$ cat src/rtl/dmem_arbiter_pkg.sv
// Shared types for the data-memory arbiter: FSM state encoding, grant owners
// and a helper that sizes saturating counters.
package dmem_arbiter_pkg;

    typedef enum logic [1:0] {
        ST_ARB   = 2'd0,
        ST_BURST = 2'd1,
        ST_YIELD = 2'd2
    } arb_state_e;

    typedef enum logic [1:0] {
        OWN_NONE = 2'd0,
        OWN_CPU  = 2'd1,
        OWN_DMA  = 2'd2
    } owner_e;

    // Bits needed to hold 0..max inclusive.
    function automatic int cnt_width(input int max);
        return $clog2(max + 1);
    endfunction

endpackage

$ cat src/rtl/dmem_arbiter_if.sv
// Bundle of the CPU load/store port, the DMA/host port and the datamem port.
// slave = arbiter view, master = requesters + memory view.
interface dmem_arbiter_if #(
    parameter int AW = 8,
    parameter int DW = 8
);
    logic          cpu_req;
    logic          cpu_we;
    logic [AW-1:0] cpu_addr;
    logic [DW-1:0] cpu_wdata;
    logic [DW-1:0] cpu_rdata;
    logic          cpu_stall;

    logic          dma_req;
    logic          dma_we;
    logic          dma_lock;
    logic [AW-1:0] dma_addr;
    logic [DW-1:0] dma_wdata;
    logic          dma_gnt;
    logic          dma_rvalid;
    logic [DW-1:0] dma_rdata;

    logic          mem_we;
    logic [AW-1:0] mem_addr;
    logic [DW-1:0] mem_wdata;
    logic [DW-1:0] mem_rdata;

    modport slave (
        input  cpu_req, cpu_we, cpu_addr, cpu_wdata,
        input  dma_req, dma_we, dma_lock, dma_addr, dma_wdata,
        input  mem_rdata,
        output cpu_rdata, cpu_stall,
        output dma_gnt, dma_rvalid, dma_rdata,
        output mem_we, mem_addr, mem_wdata
    );

    modport master (
        output cpu_req, cpu_we, cpu_addr, cpu_wdata,
        output dma_req, dma_we, dma_lock, dma_addr, dma_wdata,
        output mem_rdata,
        input  cpu_rdata, cpu_stall,
        input  dma_gnt, dma_rvalid, dma_rdata,
        input  mem_we, mem_addr, mem_wdata
    );

endinterface

$ cat src/rtl/dmem_arbiter_sat_counter.sv
// Saturating up-counter with synchronous clear (clear wins over increment).
module sat_counter
    import dmem_arbiter_pkg::*;
#(
    parameter int MAX = 4,
    parameter int W   = cnt_width(MAX)
) (
    input  logic         clk,
    input  logic         rst_n,
    input  logic         inc_i,
    input  logic         clr_i,
    output logic [W-1:0] cnt_o
);

    logic [W-1:0] cnt_q, cnt_d;

    always_comb begin
        cnt_d = cnt_q;
        if (clr_i) begin
            cnt_d = '0;
        end else if (inc_i && (cnt_q != W'(MAX))) begin
            cnt_d = cnt_q + W'(1);
        end
    end

    always_ff @(posedge clk or negedge rst_n) begin
        if (!rst_n) begin
            cnt_q <= '0;
        end else begin
            cnt_q <= cnt_d;
        end
    end

    assign cnt_o = cnt_q;

endmodule

$ cat src/rtl/dmem_arbiter.sv
// Single-port datamem arbiter: CPU has fixed priority, DMA gets anti-starvation
// slots and bounded locked bursts followed by one forced CPU (yield) cycle.
module dmem_arbiter
    import dmem_arbiter_pkg::*;
#(
    parameter int AW         = 8,
    parameter int DW         = 8,
    parameter int STARVE_MAX = 4,
    parameter int BURST_MAX  = 8
) (
    input  logic           clk,
    input  logic           rst,
    dmem_arbiter_if.slave  bus
);

    localparam int SW = cnt_width(STARVE_MAX);
    localparam int BW = cnt_width(BURST_MAX);

    arb_state_e    state_q, state_d;
    owner_e        owner;
    logic [SW-1:0] starve_q;
    logic [BW-1:0] beat_q;
    logic          cpu_gnt;
    logic          dma_gnt;
    logic          cpu_first;
    logic          dma_rvalid_q, dma_rvalid_d;
    logic [DW-1:0] dma_rdata_q, dma_rdata_d;

    // CPU keeps priority until the DMA has been denied STARVE_MAX times in a row.
    assign cpu_first = bus.cpu_req && (starve_q != SW'(STARVE_MAX));

    always_comb begin
        owner   = OWN_NONE;
        state_d = state_q;
        case (state_q)
            ST_ARB: begin
                if (cpu_first) begin
                    owner = OWN_CPU;
                end else if (bus.dma_req) begin
                    owner = OWN_DMA;
                end else if (bus.cpu_req) begin
                    owner = OWN_CPU;
                end
                if ((owner == OWN_DMA) && bus.dma_lock) begin
                    state_d = (BURST_MAX == 1) ? ST_YIELD : ST_BURST;
                end
            end
            ST_BURST: begin
                if (bus.dma_req) begin
                    owner = OWN_DMA;
                    if (!bus.dma_lock) begin
                        state_d = ST_ARB;
                    end else if (beat_q == BW'(BURST_MAX - 1)) begin
                        state_d = ST_YIELD;
                    end
                end else begin
                    owner   = bus.cpu_req ? OWN_CPU : OWN_NONE;
                    state_d = ST_ARB;
                end
            end
            ST_YIELD: begin
                owner   = bus.cpu_req ? OWN_CPU : OWN_NONE;
                state_d = ST_ARB;
            end
            default: begin
                state_d = ST_ARB;
            end
        endcase
    end

    always_ff @(posedge clk or negedge rst) begin
        if (!rst) begin
            state_q <= ST_ARB;
        end else begin
            state_q <= state_d;
        end
    end

    assign cpu_gnt = (owner == OWN_CPU);
    assign dma_gnt = (owner == OWN_DMA);

    sat_counter #(.MAX(STARVE_MAX), .W(SW)) u_starve (
        .clk   (clk),
        .rst_n (rst),
        .inc_i (bus.dma_req && !dma_gnt),
        .clr_i (dma_gnt || !bus.dma_req),
        .cnt_o (starve_q)
    );

    // beat count lives only while the next state is BURST, so ARB always sees zero.
    sat_counter #(.MAX(BURST_MAX), .W(BW)) u_beat (
        .clk   (clk),
        .rst_n (rst),
        .inc_i (dma_gnt && (state_d == ST_BURST)),
        .clr_i (state_d != ST_BURST),
        .cnt_o (beat_q)
    );

    assign bus.mem_we    = dma_gnt ? bus.dma_we    : (cpu_gnt && bus.cpu_we);
    assign bus.mem_addr  = dma_gnt ? bus.dma_addr  : bus.cpu_addr;
    assign bus.mem_wdata = dma_gnt ? bus.dma_wdata : bus.cpu_wdata;

    assign bus.cpu_rdata = bus.mem_rdata;
    assign bus.cpu_stall = bus.cpu_req && !cpu_gnt;
    assign bus.dma_gnt   = dma_gnt;

    assign dma_rvalid_d = dma_gnt && !bus.dma_we;
    assign dma_rdata_d  = dma_rvalid_d ? bus.mem_rdata : dma_rdata_q;

    always_ff @(posedge clk or negedge rst) begin
        if (!rst) begin
            dma_rvalid_q <= 1'b0;
            dma_rdata_q  <= '0;
        end else begin
            dma_rvalid_q <= dma_rvalid_d;
            dma_rdata_q  <= dma_rdata_d;
        end
    end

    assign bus.dma_rvalid = dma_rvalid_q;
    assign bus.dma_rdata  = dma_rdata_q;

endmodule

$ cat src/flat_wrapper.sv
// flat-port wrapper written by rule: the top's interface ports become plain ports
module dmem_arbiter_flat import dmem_arbiter_pkg::*;
#(
    parameter int AW         = 8,
    parameter int DW         = 8,
    parameter int STARVE_MAX = 4,
    parameter int BURST_MAX  = 8
)
  (clk, rst, bus_cpu_req, bus_cpu_we, bus_cpu_addr, bus_cpu_wdata, bus_dma_req, bus_dma_we, bus_dma_lock, bus_dma_addr, bus_dma_wdata, bus_mem_rdata, bus_cpu_rdata, bus_cpu_stall, bus_dma_gnt, bus_dma_rvalid, bus_dma_rdata, bus_mem_we, bus_mem_addr, bus_mem_wdata);
  dmem_arbiter_if #(.AW(AW), .DW(DW)) bus_i ();
  input  logic clk;
  input  logic rst;
  input wire logic [$bits(bus_i.cpu_req)-1:0] bus_cpu_req;
  input wire logic [$bits(bus_i.cpu_we)-1:0] bus_cpu_we;
  input wire logic [$bits(bus_i.cpu_addr)-1:0] bus_cpu_addr;
  input wire logic [$bits(bus_i.cpu_wdata)-1:0] bus_cpu_wdata;
  input wire logic [$bits(bus_i.dma_req)-1:0] bus_dma_req;
  input wire logic [$bits(bus_i.dma_we)-1:0] bus_dma_we;
  input wire logic [$bits(bus_i.dma_lock)-1:0] bus_dma_lock;
  input wire logic [$bits(bus_i.dma_addr)-1:0] bus_dma_addr;
  input wire logic [$bits(bus_i.dma_wdata)-1:0] bus_dma_wdata;
  input wire logic [$bits(bus_i.mem_rdata)-1:0] bus_mem_rdata;
  output wire logic [$bits(bus_i.cpu_rdata)-1:0] bus_cpu_rdata;
  output wire logic [$bits(bus_i.cpu_stall)-1:0] bus_cpu_stall;
  output wire logic [$bits(bus_i.dma_gnt)-1:0] bus_dma_gnt;
  output wire logic [$bits(bus_i.dma_rvalid)-1:0] bus_dma_rvalid;
  output wire logic [$bits(bus_i.dma_rdata)-1:0] bus_dma_rdata;
  output wire logic [$bits(bus_i.mem_we)-1:0] bus_mem_we;
  output wire logic [$bits(bus_i.mem_addr)-1:0] bus_mem_addr;
  output wire logic [$bits(bus_i.mem_wdata)-1:0] bus_mem_wdata;
  assign bus_i.cpu_req = bus_cpu_req;
  assign bus_i.cpu_we = bus_cpu_we;
  assign bus_i.cpu_addr = bus_cpu_addr;
  assign bus_i.cpu_wdata = bus_cpu_wdata;
  assign bus_i.dma_req = bus_dma_req;
  assign bus_i.dma_we = bus_dma_we;
  assign bus_i.dma_lock = bus_dma_lock;
  assign bus_i.dma_addr = bus_dma_addr;
  assign bus_i.dma_wdata = bus_dma_wdata;
  assign bus_i.mem_rdata = bus_mem_rdata;
  assign bus_cpu_rdata = bus_i.cpu_rdata;
  assign bus_cpu_stall = bus_i.cpu_stall;
  assign bus_dma_gnt = bus_i.dma_gnt;
  assign bus_dma_rvalid = bus_i.dma_rvalid;
  assign bus_dma_rdata = bus_i.dma_rdata;
  assign bus_mem_we = bus_i.mem_we;
  assign bus_mem_addr = bus_i.mem_addr;
  assign bus_mem_wdata = bus_i.mem_wdata;
  dmem_arbiter #(.AW(AW), .DW(DW), .STARVE_MAX(STARVE_MAX), .BURST_MAX(BURST_MAX)) u_core (.clk(clk), .rst(rst), .bus(bus_i));
endmodule
$ cat config.mk
export PLATFORM = sky130hd
export DESIGN_NAME = dmem_arbiter_flat
export DESIGN_NICKNAME = d
export VERILOG_FILES = /design/src/rtl/dmem_arbiter_pkg.sv /design/src/rtl/dmem_arbiter_if.sv /design/src/rtl/dmem_arbiter_sat_counter.sv /design/src/rtl/dmem_arbiter.sv /design/src/flat_wrapper.sv
export SDC_FILE = /design/constraint.sdc
export NUM_CORES = 1
export LEC_CHECK = 0
export ABC_AREA = 1
export CELL_PAD_IN_SITES_DETAIL_PLACEMENT = 1
export CELL_PAD_IN_SITES_GLOBAL_PLACEMENT = 1
export CORE_ASPECT_RATIO = 1.25
export CORE_MARGIN = 10
export CORE_UTILIZATION = 27
export CTS_BUF_LIST = sky130_fd_sc_hd__clkbuf_4 sky130_fd_sc_hd__clkbuf_8
export DETAILED_ROUTE_END_ITERATION = 10
export PLACE_DENSITY_LB_ADDON = 0.1
export SYNTH_ARGS = -nofsm -noshare
export SYNTH_HDL_FRONTEND = slang
export SYNTH_SLANG_ARGS = --single-unit
export TNS_END_PERCENT = 100
$ cat constraint.sdc
create_clock -name clk -period 4.9 [get_ports clk]
set_input_delay 1.225 -clock clk [delete_from_list [all_inputs] [get_ports clk]]
set_output_delay 1.225 -clock clk [all_outputs]
set_load 0.005 [all_outputs]
==> results of run 1 <==
## cell type report
class                   instances  area share [%]
clock buffers                   3            1.96
inverters                      16            3.57
multi-input cells             118            30.7
flip-flops and latches         18            21.4
well taps                      58            3.45
repair buffers                 82            39.0
## synthesized netlist by cell type
| cell type | count |
|---|---|
| nor2_4 | 1 |
| dfrtp_1 | 18 |
| o21ai_0 | 1 |
| nand3_1 | 4 |
| nand4_1 | 5 |
| a21oi_1 | 4 |
| clkinv_8 | 1 |
| buf_6 | 2 |
| nor2_1 | 4 |
| nand3_4 | 1 |
| ha_1 | 4 |
| nor2_2 | 1 |
| nand2_4 | 1 |
| nand2_8 | 2 |
| inv_4 | 1 |
| buf_4 | 8 |
| nor4_1 | 1 |
| nand2_1 | 66 |
| o21ai_4 | 1 |
| xor2_1 | 3 |
| xnor2_1 | 1 |
| inv_1 | 12 |
| inv_2 | 2 |
| nand2_2 | 18 |
## through the flow
| stage | util [%] | total power, mW |
|---|---|---|
| 5_1_grt | 47.2 | 0.500 |
| 3_3_place_gp | 46.3 | 0.372 |
| 4_1_cts | 47.2 | 0.477 |
| 2_1_floorplan | - | 0.254 |
| 6_report | 47.2 | 0.467 |
| 3_5_place_dp | 46.3 | 0.374 |
## flip-flops by register name, summed over array words and instances (netlist names)
register,cells
u_core.bus.dma_rdata,8
u_core.u_starve.cnt_o,3
u_core.u_beat.cnt_o,4
u_core.bus.dma_rvalid,1
u_core.state_q,2
## power groups by stage
stage	registers, mW	clock network [mW]	logic [mW]
detailed placement	0.181	0	0.193
global route	0.181	0.109	0.210
global placement	0.180	0	0.192
CTS	0.179	0.104	0.194
floorplan	0.181	0	0.0732
finish	0.178	0.0995	0.189
## metal layers
layer / vias up / part of all wire [%] / GRT usage [%]
met5: - / 0 / 0
met1: 587 / 47 / 13.8
met3: 4 / 11 / 3.64
met4: 0 / 0.95 / 3.47
li1: 644 / - / -
met2: 66 / 42 / 16.0
## critical path: cells and delay by family
family	cells	cell delay (ps)
AND/OR/NAND/NOR	1	130
buffers and inverters	3	1250
AO/OA/AOI/OAI	2	370
## worst max-delay path by stage
stage	cells past startpoint	slack (ps)	end
2_1_floorplan	7	1870	bus_mem_addr[0]
3_3_place_gp	6	680	bus_mem_we
3_5_place_dp	6	670	bus_mem_we
4_1_cts	6	660	bus_mem_we
5_1_grt	6	540	bus_mem_we
6_report	6	700	bus_mem_we
## cell families (layout without fill, tap and decap cells)
| group | count (synthesis) | after routing | share of synthesized area, % |
|---|---|---|---|
| and+or+nand+nor | 104 | 104 | 41.4 |
| buffers and inverters | 26 | 101 | 12.6 |
| DFF | 18 | 18 | 35.9 |
| AOI/OAI and AO/OA | 6 | 6 | 3.29 |
| adders and majority gates | 4 | 4 | 3.99 |
| xor gates and xnor gates | 4 | 4 | 2.79 |
==> metrics.cfg, run 1 <==
[status]
outcome = finished, final reports clean

[sta]
rsz0062_at_grt = false
setup_violations = 0
fmax_mhz = 238
fin_setup_tns_ps = 0
fin_crit_ps = 4200
clock_skew_ps = 5.05
worst_pin_slew_ps = 792
hold_slack_ps = 491
maxSlewViolCount = 0
worst_slack_ps = 697
final.period_utilization_pct = 85.8
slew_headroom_pct = 47.0
hold_viol_final = 0

[cells_and_area]
synthToLayoutAreaGrowth_pct = 68.0
most-common-layout-cells = 82 x clkdlybuf4s50_1, 66 x nand2_1, 18 x nand2_2, 18 x dfrtp_1, 12 x inv_1
mostFrequentLayoutCell = clkdlybuf4s50_1
drive_gt1_share_pct = 13.5
nFillCells = 569
multi_input_area_um2 = 646
layout.area.seq_um2 = 450
nNetsFinal = 290
final_cell_area_um2 = 2110
num_antenna_cells = 0
fin_cells = 295

[setup_path]
path_cells = clkdlybuf4s50_1 -> nand2_1 -> inv_1 -> o21ai_4 -> o21ai_0 -> clkdlybuf4s50_1
reg2reg_from = u_core.u_starve.cnt_o[0]
cp_slowest_stage_delay_ps = 570
reg2reg_to = u_core.u_starve.cnt_o[2]
cp-startpoint = bus_dma_req
crit_fanout = 18
critPathMostFrequentCell = clkdlybuf4s50_1
regToRegSetupSlack_ps = 3200
rr_worst_depth = 7
critPathKind = input port to output pin
cp-start-kind = input port
arrival_ps = 2980
cp.required_ps = 3670
end_kind = output pin
worst_path_max_delay_cell = clkdlybuf4s50_1

[pwr]
ir_worst_vdd_uv = 147
power_density_nw_per_um2 = 222
sequentialPowerShare_pct = 38.2
leakagePower_nw = 0.995
comb_power_share_pct = 40.5
sw_frac_of_total_pct = 27.9
p_int_mw = 0.337
power.switching_mw = 0.130
clockPowerShare_pct = 21.3

[grt]
grt_pass1_wl_um = 6610
grt_max_degree = 19
grt_antenna_before_repair = 0
first_global_vias = 1337
grt.overflow.total = 0
grt.total_usage_pct = 10.6

[placed_design]
dp_hpwl_um = 3530
place_area_um2 = 2060
place_ws_ps = 674
dp.cells = 292
io_buffer_count = 82
place_congestion = 0.714

[min_path]
hold_end = u_core.bus.dma_rdata[5]
min_path_cells = 2
worstHoldStart = u_core.bus.dma_rdata[5]
min_path_type = register to register

[routing]
wl_per_cell_um = 14.0
drt_first_pass_iters = 2
ant_nets = 0
drt_drc_violations_left = 0
via_per_inst = 4.41
postRouteWirelength_um = 4120
vias = 1301
drt_iter0_drc = 41

[clock_tree]
clock_latency_ps = 250
cts_buffer_depth = 2
postCtsResizedCells = 0
cts_hold_buffers = 0
root_buffer = clkbuf_8
htreeDepth = 1
post_cts_buffers = 0
cts_tree = yes
path_clk_slew_ps = 70
cts_made_buffers = 3
cts_sinks = 18

[yosys]
synth-seq-cells = 18
synth_cell_type_count = 24
yosysTopAreaCellShare_pct = 35.9
synth-warning-count = 0
synth_area_leaders = dfrtp_1 36%, nand2_1 20%, nand2_2 9.0%
yosysSeqAreaShare_pct = 35.9
netlist_area_um2 = 1250
postSynthAreaPerCell_um2 = 7.74
synth_nets = 213
yosysTopAreaCell = dfrtp_1
netlist_instances = 162

[floorplan]
die_x_um = 81.0
ios = 83
coreArea_um2 = 4460
fp-row-count = 27
start_util_pct = 28.1
fp.dieArea_um2 = 7790
die_y_um = 96.2

[run]
max-cap-violations = 0

Power figures use the tool's default switching activity.
==> run 2, diff against run 1 <==
--- a/config.mk
+++ b/config.mk
@@ -10,11 +10,12 @@
 export CELL_PAD_IN_SITES_GLOBAL_PLACEMENT = 1
 export CORE_ASPECT_RATIO = 1.25
 export CORE_MARGIN = 10
-export CORE_UTILIZATION = 27
+export CORE_UTILIZATION = 26
 export CTS_BUF_LIST = sky130_fd_sc_hd__clkbuf_4 sky130_fd_sc_hd__clkbuf_8
 export DETAILED_ROUTE_END_ITERATION = 10
 export PLACE_DENSITY_LB_ADDON = 0.1
 export SYNTH_ARGS = -nofsm -noshare
 export SYNTH_HDL_FRONTEND = slang
+export SYNTH_HIERARCHICAL = 1
 export SYNTH_SLANG_ARGS = --single-unit
 export TNS_END_PERCENT = 100
==> run 2 against run 1 <==
Compared with the run above:
- final cell count grew 8.5%
- sequential share of layout area shrank 0.24 points
- non-clock buffer count stayed put
- worst setup slack better by 25 ps
- die area up 4.4%
- combinational power barely moved
- critical endpoint is now bus_mem_addr[4]
- global-route usage rose by 1.0 points
- register-to-register slack worse by 50 ps
- critical path type unchanged
- synthesized cell count rose by 14%
- clock power grew 20%
- highest routed layer unchanged
- sequential power about the same
==> metrics.cfg, run 2 <==
[clock_tree]
cts_buffer_depth = 2  ; unchanged
cts_made_buffers = 3  ; unchanged
htreeDepth = 1  ; unchanged
cts_sinks = 18  ; unchanged
root_buffer = clkbuf_8
cts_hold_buffers = 0  ; unchanged
path_clk_slew_ps = 70  ; about the same
postCtsResizedCells = 0  ; unchanged
post_cts_buffers = 0  ; unchanged
cts_tree = yes
clock_latency_ps = 250  ; about the same

[sta]
setup_violations = 0  ; unchanged
slew_headroom_pct = 41.7  ; -5.3 points
fin_crit_ps = 4180  ; -24.6 ps
hold_viol_final = 0  ; unchanged
worst_pin_slew_ps = 872  ; +79.8 ps
fin_setup_tns_ps = 0  ; unchanged
fmax_mhz = 239  ; +0.59%
clock_skew_ps = 1.67  ; -3.38 ps
worst_slack_ps = 721  ; +24.6 ps
final.period_utilization_pct = 85.3  ; -0.50 points
rsz0062_at_grt = false
maxSlewViolCount = 0  ; unchanged

[grt]
grt.overflow.total = 0  ; unchanged
grt_antenna_before_repair = 0  ; unchanged
grt_max_degree = 27  ; +8
grt.total_usage_pct = 11.6  ; +1.0 points
first_global_vias = 1419  ; +6.1%
grt_pass1_wl_um = 7660  ; +16%

[yosys]
synth_common_cells = 85 x nand2_1, 18 x dfrtp_1, 15 x inv_1
synth_compound_area_share_pct = 4.41  ; +1.1 points
synthSimpleGateAreaFrac_pct = 41.9  ; +0.45 points
synth_area_leaders = dfrtp_1 35%, nand2_1 25%, nand3_1 5.5%
netlist_area_um2 = 1280  ; +1.8%
synth-seq-cells = 18  ; unchanged
synth_nets = 236  ; +11%
synth_cell_type_count = 23  ; -4.2%
synth_top_family_by_area = simple AND/OR/NAND/NOR gates
synth-warning-count = 6  ; +6
yosysTopAreaCell = dfrtp_1
synth_flop_cell = dfrtp_1
muxShareOfSynthArea_pct = 0  ; unchanged
synth_fa_ha_area_share_pct = 3.92  ; -0.070 points
synth_xor_area_share_pct = 0.686  ; -2.1 points
netlist_instances = 185  ; +14%
postSynthAreaPerCell_um2 = 6.90  ; -11%
yosysMostFrequentCell = nand2_1
synth_edf_count = 0  ; unchanged
yosysSeqAreaShare_pct = 35.3  ; -0.63 points
async_reset_ff_share_pct = 100  ; unchanged
yosysTopAreaCellShare_pct = 35.3  ; -0.63 points

[min_path]
min_path_type = register to register
min_path_cells = 2  ; unchanged
worstHoldStart = u_core/bus.dma_rdata[5]
hold_end = u_core/bus.dma_rdata[5]

[placed_design]
place_ws_ps = 692  ; +18.4 ps
io_buffer_count = 82  ; unchanged
dp.cells = 316  ; +8.2%
place_congestion = 0.773  ; +8.1%
dp_hpwl_um = 3930  ; +11%

[cells_and_area]
most-common-layout-cells = 85 x nand2_1, 82 x clkdlybuf4s50_1, 18 x dfrtp_1
drive_gt1_share_pct = 8.08  ; -5.4 points
nNetsFinal = 312  ; +7.6%
largest_register_ffs = 8  ; unchanged
nFillCells = 592  ; +4.0%
fin_cells = 320  ; +8.5%
mostFrequentLayoutCell = nand2_1
layout.area.seq_um2 = 450  ; unchanged
synthToLayoutAreaGrowth_pct = 66.9
multi_input_area_um2 = 649  ; +0.58%
num_antenna_cells = 0  ; unchanged

[floorplan]
coreArea_um2 = 4730  ; +6.1%
ios = 83  ; unchanged
start_util_pct = 27.0  ; -1.1 points
fp-row-count = 28  ; +3.7%
die_y_um = 98.3  ; +2.2%
fp.dieArea_um2 = 8130  ; +4.4%
die_x_um = 82.7  ; +2.1%

[setup_path]
regToRegSetupSlack_ps = 3150  ; -50 ps
cp-start-kind = input port
path_cells = clkdlybuf4s50_1 -> nand2_2 -> nor2_2 -> nand2_4 -> nand2_4 -> nand2_1 -> nand2_1 -> clkdlybuf4s50_1
critical-path-top-delay-family = buffers and inverters
reg2reg_from = u_core/u_starve/cnt_o[2]
end_kind = output pin
cp.required_ps = 3670  ; about the same
crit_fanout = 26  ; +8
arrival_ps = 2950  ; -30 ps
path_buf_inv = 2  ; -1
worst_path_max_delay_cell = clkdlybuf4s50_1
cp_slowest_stage_delay_ps = 510  ; -60 ps
reg2reg_to = u_core/u_starve/cnt_o[2]
critPathKind = input port to output pin
rr_worst_depth = 8  ; +1

[run]
max-cap-violations = 0  ; unchanged

[pwr]
leakagePower_nw = 1.02  ; +2.7%
power_density_nw_per_um2 = 228  ; +2.6%
ir_worst_vdd_uv = 177  ; +20%
power_mw = 0.485  ; +3.8%

[status]
outcome = finished, final reports clean

[routing]
drt_drc_violations_left = 0  ; unchanged
via_per_inst = 4.32  ; -2.1%
drt_iter0_drc = 43  ; +4.9%
ant_nets = 0  ; unchanged
postRouteWirelength_um = 4660  ; +13%
vias = 1381  ; +6.1%
drt_first_pass_iters = 4  ; +2
wl_per_cell_um = 14.6  ; +4.3%

## run 2: changes by cell type after synthesis, sizes merged, moves of 2 or more
| cell | before | now |
|---|---|---|
| inv | 15 | 20 |
| nand2 | 87 | 93 |
| nand3 | 5 | 15 |
| nor2 | 6 | 8 |
| o21ai | 2 | 4 |
| xor2 | 3 | 0 |
## run 2: logic make-up (layout without fill, tap and decap cells)
group / count (synthesis) / after routing
buf+inv: 32 / 107
xor+xnor: 1 / 1
flops: 18 / 18
simple gates: 121 / 121
fa+ha+maj: 4 / 4
compound gates: 9 / 9
## run 2: layout make-up
class | instances | area share (%)
clock buffer | 4 | 2.59
inverter | 21 | 3.70
multi-input combinational | 135 | 30.5
sequential | 18 | 21.2
tap | 60 | 3.53
timing repair buffer | 82 | 38.5
## run 2: worst max path at each step
stage,from,to,slack (ps),depth (start not counted)
after floorplan,bus_dma_req,bus_mem_addr[5],1840,7
after global placement,bus_dma_req,bus_mem_addr[2],690,8
after detailed placement,bus_dma_req,bus_mem_wdata[5],690,8
after CTS,bus_dma_req,bus_mem_wdata[5],690,8
after global routing,bus_cpu_req,bus_mem_wdata[2],560,6
final,bus_dma_req,bus_mem_addr[4],720,8
## run 2: tightest hold or removal path, stage by stage, from the launching register on
cell	delay [ps]
dfrtp_1	340
nand2_1	50
nand2_1	50
## run 2: where the power goes
group / internal, mW / switching (mW) / total, mW
sequential: 0.167 / 0.0118 / 0.179
clock: 0.0713 / 0.0479 / 0.119
combinational: 0.111 / 0.0758 / 0.187
## run 2: per-layer routing
metal | vias up | share of wire (%) | track usage [%]
met4 | 0 | 0.34 | 1.55
met5 | - | 0 | 0
li1 | 712 | - | -
met3 | 2 | 7.5 | 2.84
met1 | 631 | 39 | 13.3
met2 | 36 | 53 | 21.1
## run 2: per-stage QoR
step / cell area (um2) / hold slack (ps) / util, %
5_1_grt: 2130 / 491 / 45.0
3_3_place_gp: 2070 / 456 / 43.9
2_1_floorplan: 1280 / 465 / -
4_1_cts: 2130 / 477 / 45.0
6_report: 2130 / 472 / 45.0
3_5_place_dp: 2070 / 460 / 43.9
==> RTL edit, RTL diff (flow settings as in run 2) <==
`DW` is set to 8 in 3 places; all go to 6.
--- a/src/rtl/dmem_arbiter_if.sv
+++ b/src/rtl/dmem_arbiter_if.sv
@@ -4,3 +4,3 @@
     parameter int AW = 8,
-    parameter int DW = 8
+    parameter int DW = 6
 );
--- a/src/rtl/dmem_arbiter.sv
+++ b/src/rtl/dmem_arbiter.sv
@@ -6,3 +6,3 @@
     parameter int AW         = 8,
-    parameter int DW         = 8,
+    parameter int DW         = 6,
     parameter int STARVE_MAX = 4,
--- a/src/flat_wrapper.sv
+++ b/src/flat_wrapper.sv
@@ -4,3 +4,3 @@
     parameter int AW         = 8,
-    parameter int DW         = 8,
+    parameter int DW         = 6,
     parameter int STARVE_MAX = 4,
Interface: changed (6 resized); port bits go from 83 to 71. The function was not compared with the original's and may differ.
==> RTL edit against run 2 <==
Via count is 4.9% lower; total power is 10% lower; critical path depth stayed put; highest routed layer unchanged; clock skew barely moved; non-clock buffer count is 12 lower; final area down 11%; wire length fell by 7.3%; first-iteration DRC count decreased by 19%; sequential cell count decreased by 2; largest power group unchanged; synthesized area down 9.5%; combinational power fell by 14%; setup slack gained 14 ps.
==> RTL edit: results <==
[synthesis]
ys_seq_area_share_pct = 34.67
synth_cell_types = 21
synthTopCellsByCount = nand2_1 (75), dfrtp_1 (16), inv_1 (16)
synth.area.top_cells = dfrtp_1 (35%), nand2_1 (24%), nand3_1 (5.2%), inv_1 (5.2%), ha_1 (4.3%)
syn_nets = 214

[worst_hold_path]
hold_path_end = u_core/bus.dma_rdata[1]$_DFFE_PN0P_
min-delay-start = u_core/bus.dma_rdata[1]$_DFFE_PN0P_

[final_layout]
comb.multi_input.count = 123
layout-drive-gt1-share_pct = 8.974
buffers_excl_clock = 70
area_share_clock_buf_inv_pct = 2.891
nonClkBufAreaFrac_pct = 36.79
largest_reg_flops = 6
fillers = 556
seqCellArea_um2 = 400.4
multi_input_area_share_pct = 31.34

[global_route]
grt_pass1_wl_um = 6941
grt_usage_pct = 11.21

[drt]
drt-initial-drc-count = 35
routedWlPerCell_um = 14.80
drt-vias-per-instance = 4.497

[power]
p_leak_nw = 0.9141
ir_drop_mv = 0.1748

[critical_path]
r2r_cells = 8
crit_arrival_ps = 2940
max_stage_delay_ps = 510
rrSetupSlack_ps = 3180
cp_slowest_cell = clkdlybuf4s50_1
cp_max_fo = 22

[clock_network]
postCtsSetupRepairBufs = 0
cts_max_path_buffers = 2
clk_pin_slew_ps = 70
cts_sinks = 16

[placed_design]
place_congestion = 0.7697
port_buffers = 70
hpwlAfterDp_um = 3688

[timing]
worstMarginPinSlew_ps = 770.6
fin_hold_ws_ps = 473.9
final.setup_skew_ps = 1.420

[run_status]
status = completed
## RTL edit: cell types whose count changed in the layout (fill, tap and decap cells not counted)
cell	run 2	this run
dfrtp_1	18	16
nand2_4	3	2
inv_1	15	16
nand2_2	5	6
clkdlybuf4s50_1	82	70
nand3_1	14	12
nand2_1	85	75
clkinv_1	1	0
## RTL edit: kinds of logic (layout without fill, tap and decap cells)
group	count (synthesis)	in the layout	synth area share (%)
xor+xnor	1	1	0.7585
compound gates	9	9	4.875
fa+ha+maj	4	4	4.334
simple gates	109	109	41.71
buf+inv	30	95	13.65
flops	16	16	34.67
## RTL edit: worst max-delay path by stage
stage                             to  depth (start not counted)        start  slack, ps
floorplan            bus_mem_addr[3]                          7  bus_dma_req       1890
global placement     bus_mem_addr[0]                          8  bus_dma_req        750
detailed placement  bus_mem_wdata[0]                          8  bus_dma_req        700
CTS                 bus_mem_wdata[0]                          8  bus_dma_req        690
global route        bus_mem_wdata[0]                          8  bus_dma_req        570
finish              bus_mem_wdata[0]                          8  bus_dma_req        740
## RTL edit: power by group
group / total, mW / leakage (nW) / switching, mW / internal [mW]
logic: 0.161 / 0.674 / 0.0671 / 0.0941
registers: 0.157 / 0.212 / 0.0103 / 0.147
clock network: 0.118 / 0.0288 / 0.0464 / 0.0713
total: 0.436 / 0.914 / 0.124 / 0.312
## RTL edit: routing by layer
layer  vias to the layer above  GRT usage (%)  routed length, um
li1                        644              -                  -
met1                       615          14.05               2001
met2                        50          18.85               2030
met3                         4          2.567                258
met4                         0          2.695                 31
met5                         -              0                  0
## RTL edit: metrics by stage
step	cells	area, um^2	setup WS [ps]
finish	292	1904	735.4
global route	292	1904	569.2
CTS	292	1904	691.5
detailed placement	288	1849	697.2
global placement	288	1849	751.4
floorplan	169	1155	1891
